===== src/rtl/hex_cnt_pkg.sv =====
// hex_cnt_pkg: digit type, digit range and single-digit step for hex_digit_counter.
// HEX_CNT_BCD_EN selects decimal digits (0..9) instead of hexadecimal (0..F).
package hex_cnt_pkg;
  localparam int DIGIT_W = 4;
  typedef logic [DIGIT_W-1:0] digit_t;
`ifdef HEX_CNT_BCD_EN
  localparam digit_t DIGIT_MAX = 4'd9;
`else
  localparam digit_t DIGIT_MAX = 4'hF;
`endif
  // Returns {wrap, next_digit}; wrap marks MAX->0 going up or 0->MAX going down.
  function automatic logic [DIGIT_W:0] digit_step(input digit_t d, input logic up);
    if (up) return (d == DIGIT_MAX) ? {1'b1, digit_t'(0)} : {1'b0, digit_t'(d + 1'b1)};
    return (d == digit_t'(0)) ? {1'b1, DIGIT_MAX} : {1'b0, digit_t'(d - 1'b1)};
  endfunction
endpackage


===== src/rtl/hex_cnt_prescaler.sv =====
// hex_cnt_prescaler: divides Clock by CLK_HZ/TICK_HZ, flagging the last cycle of each interval as tick.
module hex_cnt_prescaler #(
  parameter int CLK_HZ  = 50_000_000,
  parameter int TICK_HZ = 1
) (
  input  logic Clock,
  input  logic Resetn,
  input  logic en,
  input  logic clr,
  output logic tick
);
  localparam int DIV = CLK_HZ / TICK_HZ;
  localparam int W   = (DIV > 1) ? $clog2(DIV) : 1;
  logic [W-1:0] cnt;
  assign tick = Resetn & en & ~clr & (cnt == W'(DIV - 1));
  always_ff @(posedge Clock or negedge Resetn)
    if (!Resetn) cnt <= '0;
    else if (clr) cnt <= '0;
    else if (en) cnt <= tick ? '0 : cnt + 1'b1;
endmodule


===== src/rtl/hex_digit_counter.sv =====
// hex_digit_counter: NUM_DIGITS-digit up/down counter advanced by a prescaled tick.
// Digits are hexadecimal unless HEX_CNT_BCD_EN is defined, which makes them decimal.
module hex_digit_counter
  import hex_cnt_pkg::*;
#(
  parameter int CLK_HZ     = 50_000_000,
  parameter int TICK_HZ    = 1,
  parameter int NUM_DIGITS = 4
) (
  input  logic                          Clock,
  input  logic                          Resetn,
  input  logic                          en,
  input  logic                          clr,
  input  logic                          up,
  output logic                          tick,
  output logic                          carry_out,
  output logic [DIGIT_W*NUM_DIGITS-1:0] digits
);
  logic [DIGIT_W*NUM_DIGITS-1:0] nxt;
  logic [NUM_DIGITS:0]           ripple;
  hex_cnt_prescaler #(.CLK_HZ(CLK_HZ), .TICK_HZ(TICK_HZ)) u_pre (
    .Clock(Clock), .Resetn(Resetn), .en(en), .clr(clr), .tick(tick)
  );
  assign ripple[0] = 1'b1;
  // ripple[i] is set when every digit below i wraps in this step.
  for (genvar i = 0; i < NUM_DIGITS; i++) begin : g_dig
    logic [DIGIT_W:0] s;
    assign s = digit_step(digits[DIGIT_W*i +: DIGIT_W], up);
    assign nxt[DIGIT_W*i +: DIGIT_W] = ripple[i] ? s[DIGIT_W-1:0] : digits[DIGIT_W*i +: DIGIT_W];
    assign ripple[i+1] = ripple[i] & s[DIGIT_W];
  end
  always_ff @(posedge Clock or negedge Resetn)
    if (!Resetn) begin
      digits    <= '0;
      carry_out <= 1'b0;
    end else if (clr) begin
      digits    <= '0;
      carry_out <= 1'b0;
    end else begin
      carry_out <= tick & ripple[NUM_DIGITS];
      if (tick) digits <= nxt;
    end
endmodule


===== config.mk =====
export PLATFORM = sky130hd
export DESIGN_NAME = hex_digit_counter
export DESIGN_NICKNAME = d
export VERILOG_FILES = /design/src/rtl/hex_cnt_pkg.sv /design/src/rtl/hex_cnt_prescaler.sv /design/src/rtl/hex_digit_counter.sv
export SDC_FILE = /design/constraint.sdc
export NUM_CORES = 1
export LEC_CHECK = 0
export CORE_UTILIZATION = 30
export DETAILED_ROUTE_END_ITERATION = 7
export PLACE_DENSITY = 0.59
export SYNTH_ARGS = -nofsm -noshare
export SYNTH_HDL_FRONTEND = slang
export SYNTH_SLANG_ARGS = --single-unit

===== constraint.sdc =====
create_clock -name Clock -period 2.8 [get_ports Clock]
set_clock_uncertainty 0.1 [all_clocks]
set_input_delay 0.56 -clock Clock [delete_from_list [all_inputs] [get_ports Clock]]
set_output_delay 0.56 -clock Clock [all_outputs]
set_load 0.02 [all_outputs]

==> results.tsv <==
metric	value	unit
h-tree-depth	2	
synth_top_family_by_area	simple AND/OR/NAND/NOR gates	
required	2.93	ns
hp-class	input pin to asynchronous set/reset pin	
fin_hold_ws	0.3626	ns
end_kind	flop	
fin_cells	523	
synthFlopType	dfrtp_1	
core_area	9729	um^2
yosys.area_share.simple	31.41	%
clk_latency	0.31	ns
period_share	90.88	%
synth-seq-cells	43	
dieArea	10430	um^2
ant_nets	0	
grt_pass1_wl	12220	um
p_leak	0.001523	uW
synthAdderAreaFrac	4.160	%
synth.distinct_cells	58	
post-cts-setup-buffer-count	0	
dp_cells	515	
synth_common_cells	dfrtp_1, nor2_1, a21oi_1, nand2_1, o21ai_0	
setup_viol_count_final	0	
clk_pin_slew_worst_paths	0.09	ns
rows	36	
drc_errors	0	
dr.pass1.iters	4	
synth_mux_area_share	3.453	%
crit_type	input pin to flop	
numCtsBuffers	5	
status	completed	
synth-async-reset-ratio	100.0	%
globalRouteTotalUtil	14.94	%
yosys_warnings	0	
synthCells	353	
pin_count	23	
yosysTopAreaCell	dfrtp_1	
synthesis.nets	368	
crit_path_start_kind	input pin	
avgSynthCellArea	8.521	um^2
cts-root-buf	clkbuf_8	
grt_start_max_net_pins	44	
min_period	2.545	ns
first_iter_violations	145	
pre_cts_ws	-0.1455	ns
dpl.hpwl	5234	um
finalHoldViolations	0	
antenna_found_initial	0	
p_per_area	341.8	nW/um^2
synth.most_common_cell	dfrtp_1	
initial_core_util	30.92	%
synthXorXnorAreaFrac	4.659	%
maxCapViolCount	0	
ys_seq_area_share	35.77	%
synth_edf_count	0	
gp_congestion	0.8919	
syn_to_final_growth	20.09	%
drv_slew	0	
max_slew.worst_pin.slew	0.6027	ns
drive_gt1_share	13.33	%
cp_max_fo	32	
cts_tree	done	
holdBufCountCts	0	
finalWirelength	7384	um
avgViaCountPerCell	5.187	
rsz0062_at_grt	no	
grt_pass1_vias	2559	
fmax	393.0	MHz
die_w	102.1	um
synthTopCellsByArea	dfrtp_1, a21oi_1, nor2_1	
vdd_ir_drop_max	0.0001706	V
cp_data_arrival_time	2.67	ns
yosysTopAreaCellShare	35.77	%
synth_compound_area_share	15.43	%
cts_max_path_buffers	2	
fin_ws	0.2553	ns
final_util	37.13	%
syn-cell-area	3008	um^2
num_vias	2713	
nets	404	
io_buffers	22	
n_antenna_cell	0	
routedWlPerCell	14.12	um
overflow	0	
relSlewSlack	59.52	%
die_h	102.1	um
cts.sinks	43	
[through the flow]
stage	total power (uW)	TNS (ns)	area (um^2)
after floorplan	685.2	0	3008
after global placement	724.6	-0.2388	3487
after detailed placement	725.6	-0.3962	3487
after CTS	1251	0	3616
after global routing	1288	0	3612
final	1235	0	3612
[layout by cell type (no fill, tap or decap), types with 3 or more instances in the layout]
cell / Yosys / routed
clkdlybuf4s50_1: 0 / 20
mux2_2: 3 / 3
inv_1: 15 / 15
o21ai_0: 20 / 20
ha_1: 10 / 10
o31ai_1: 3 / 3
nor3_1: 6 / 6
nor4b_1: 5 / 5
nand2_1: 31 / 31
nand4_1: 13 / 13
or3_1: 6 / 6
and2_1: 4 / 4
nand3_1: 18 / 18
nor2_1: 36 / 36
nand2b_1: 11 / 11
xor2_1: 7 / 7
and3_1: 3 / 3
and4_1: 3 / 3
buf_4: 0 / 26
a31oi_1: 3 / 3
xnor2_1: 9 / 9
dfrtp_1: 43 / 43
a21oi_1: 33 / 33
mux2i_1: 7 / 7
clkbuf_8: 0 / 6
nand3b_1: 4 / 4
or4b_1: 3 / 3
[kinds of logic after synthesis]
| logic type | after synthesis |
|---|---|
| XOR/XNOR | 16 |
| adder cells (fa/ha/maj) | 10 |
| AND/OR/NAND/NOR | 163 |
| AO/OA/AOI/OAI | 77 |
| multiplexers | 10 |
| buffers and inverters | 34 |
| flip-flops | 43 |
[state kept, by name, indices dropped and copies added, names as in the netlist]
register,count
carry_out,1
u_pre.cnt,26
digits,16
[what timing repair did]
action | in CTS | in global routing
gates cloned | 0 | 0
endpoints found under the hold margin | 0 | 0
endpoints found under the setup margin | 1 | 1
pin swaps | 0 | 0
resized for setup | 3 | 2
[final timing paths]
path,startpoint,cells past startpoint,endpoint,slack (ns)
max in group asynchronous,Resetn,3,digits[7],1.86
setup reg to reg,u_pre.cnt[0],6,digits[15],0.39
setup / recovery,clr,8,u_pre.cnt[25],0.26
min in group Clock,u_pre.cnt[23],1,u_pre.cnt[23],0.44
hold reg to reg,u_pre.cnt[23],1,u_pre.cnt[23],0.44
hold / removal,Resetn,3,u_pre.cnt[20],0.36
[power breakdown]
part	internal [uW]	leakage, uW	total (uW)	switching (uW)
clock	289	0.0000612	523	234
combinational	33.3	0.000862	86.7	53.3
sequential	623	0.000600	626	3.00
total	945	0.00152	1230	290
[per-layer routing]
metal / up-vias / track usage, % / routed length (um)
met5: - / 0 / 0
met4: 0 / 3.516 / 63
met3: 12 / 4.172 / 373
met2: 71 / 23.59 / 3311
met1: 1287 / 20.24 / 3636
li1: 1343 / - / -
[final cells by class]
| cell class | instances | area (um^2) |
|---|---|---|
| clock buffer | 6 | 82.58 |
| clock inverter | 2 | 35.03 |
| fill | 1043 | 6117 |
| inverter | 15 | 56.30 |
| multi-input combinational | 276 | 1790 |
| sequential | 43 | 1076 |
| tap | 133 | 166.4 |
| timing repair buffer | 48 | 405.4 |
[worst max-delay path: stages]
cell,delay (ns)
clkdlybuf4s50_1,0.49
buf_4,0.32
nor4b_1,0.09
and4_1,0.29
buf_4,0.18
nand2_1,0.06
or4b_2,0.58
o21ai_0,0.10
(Power assumes the default switching activity.)
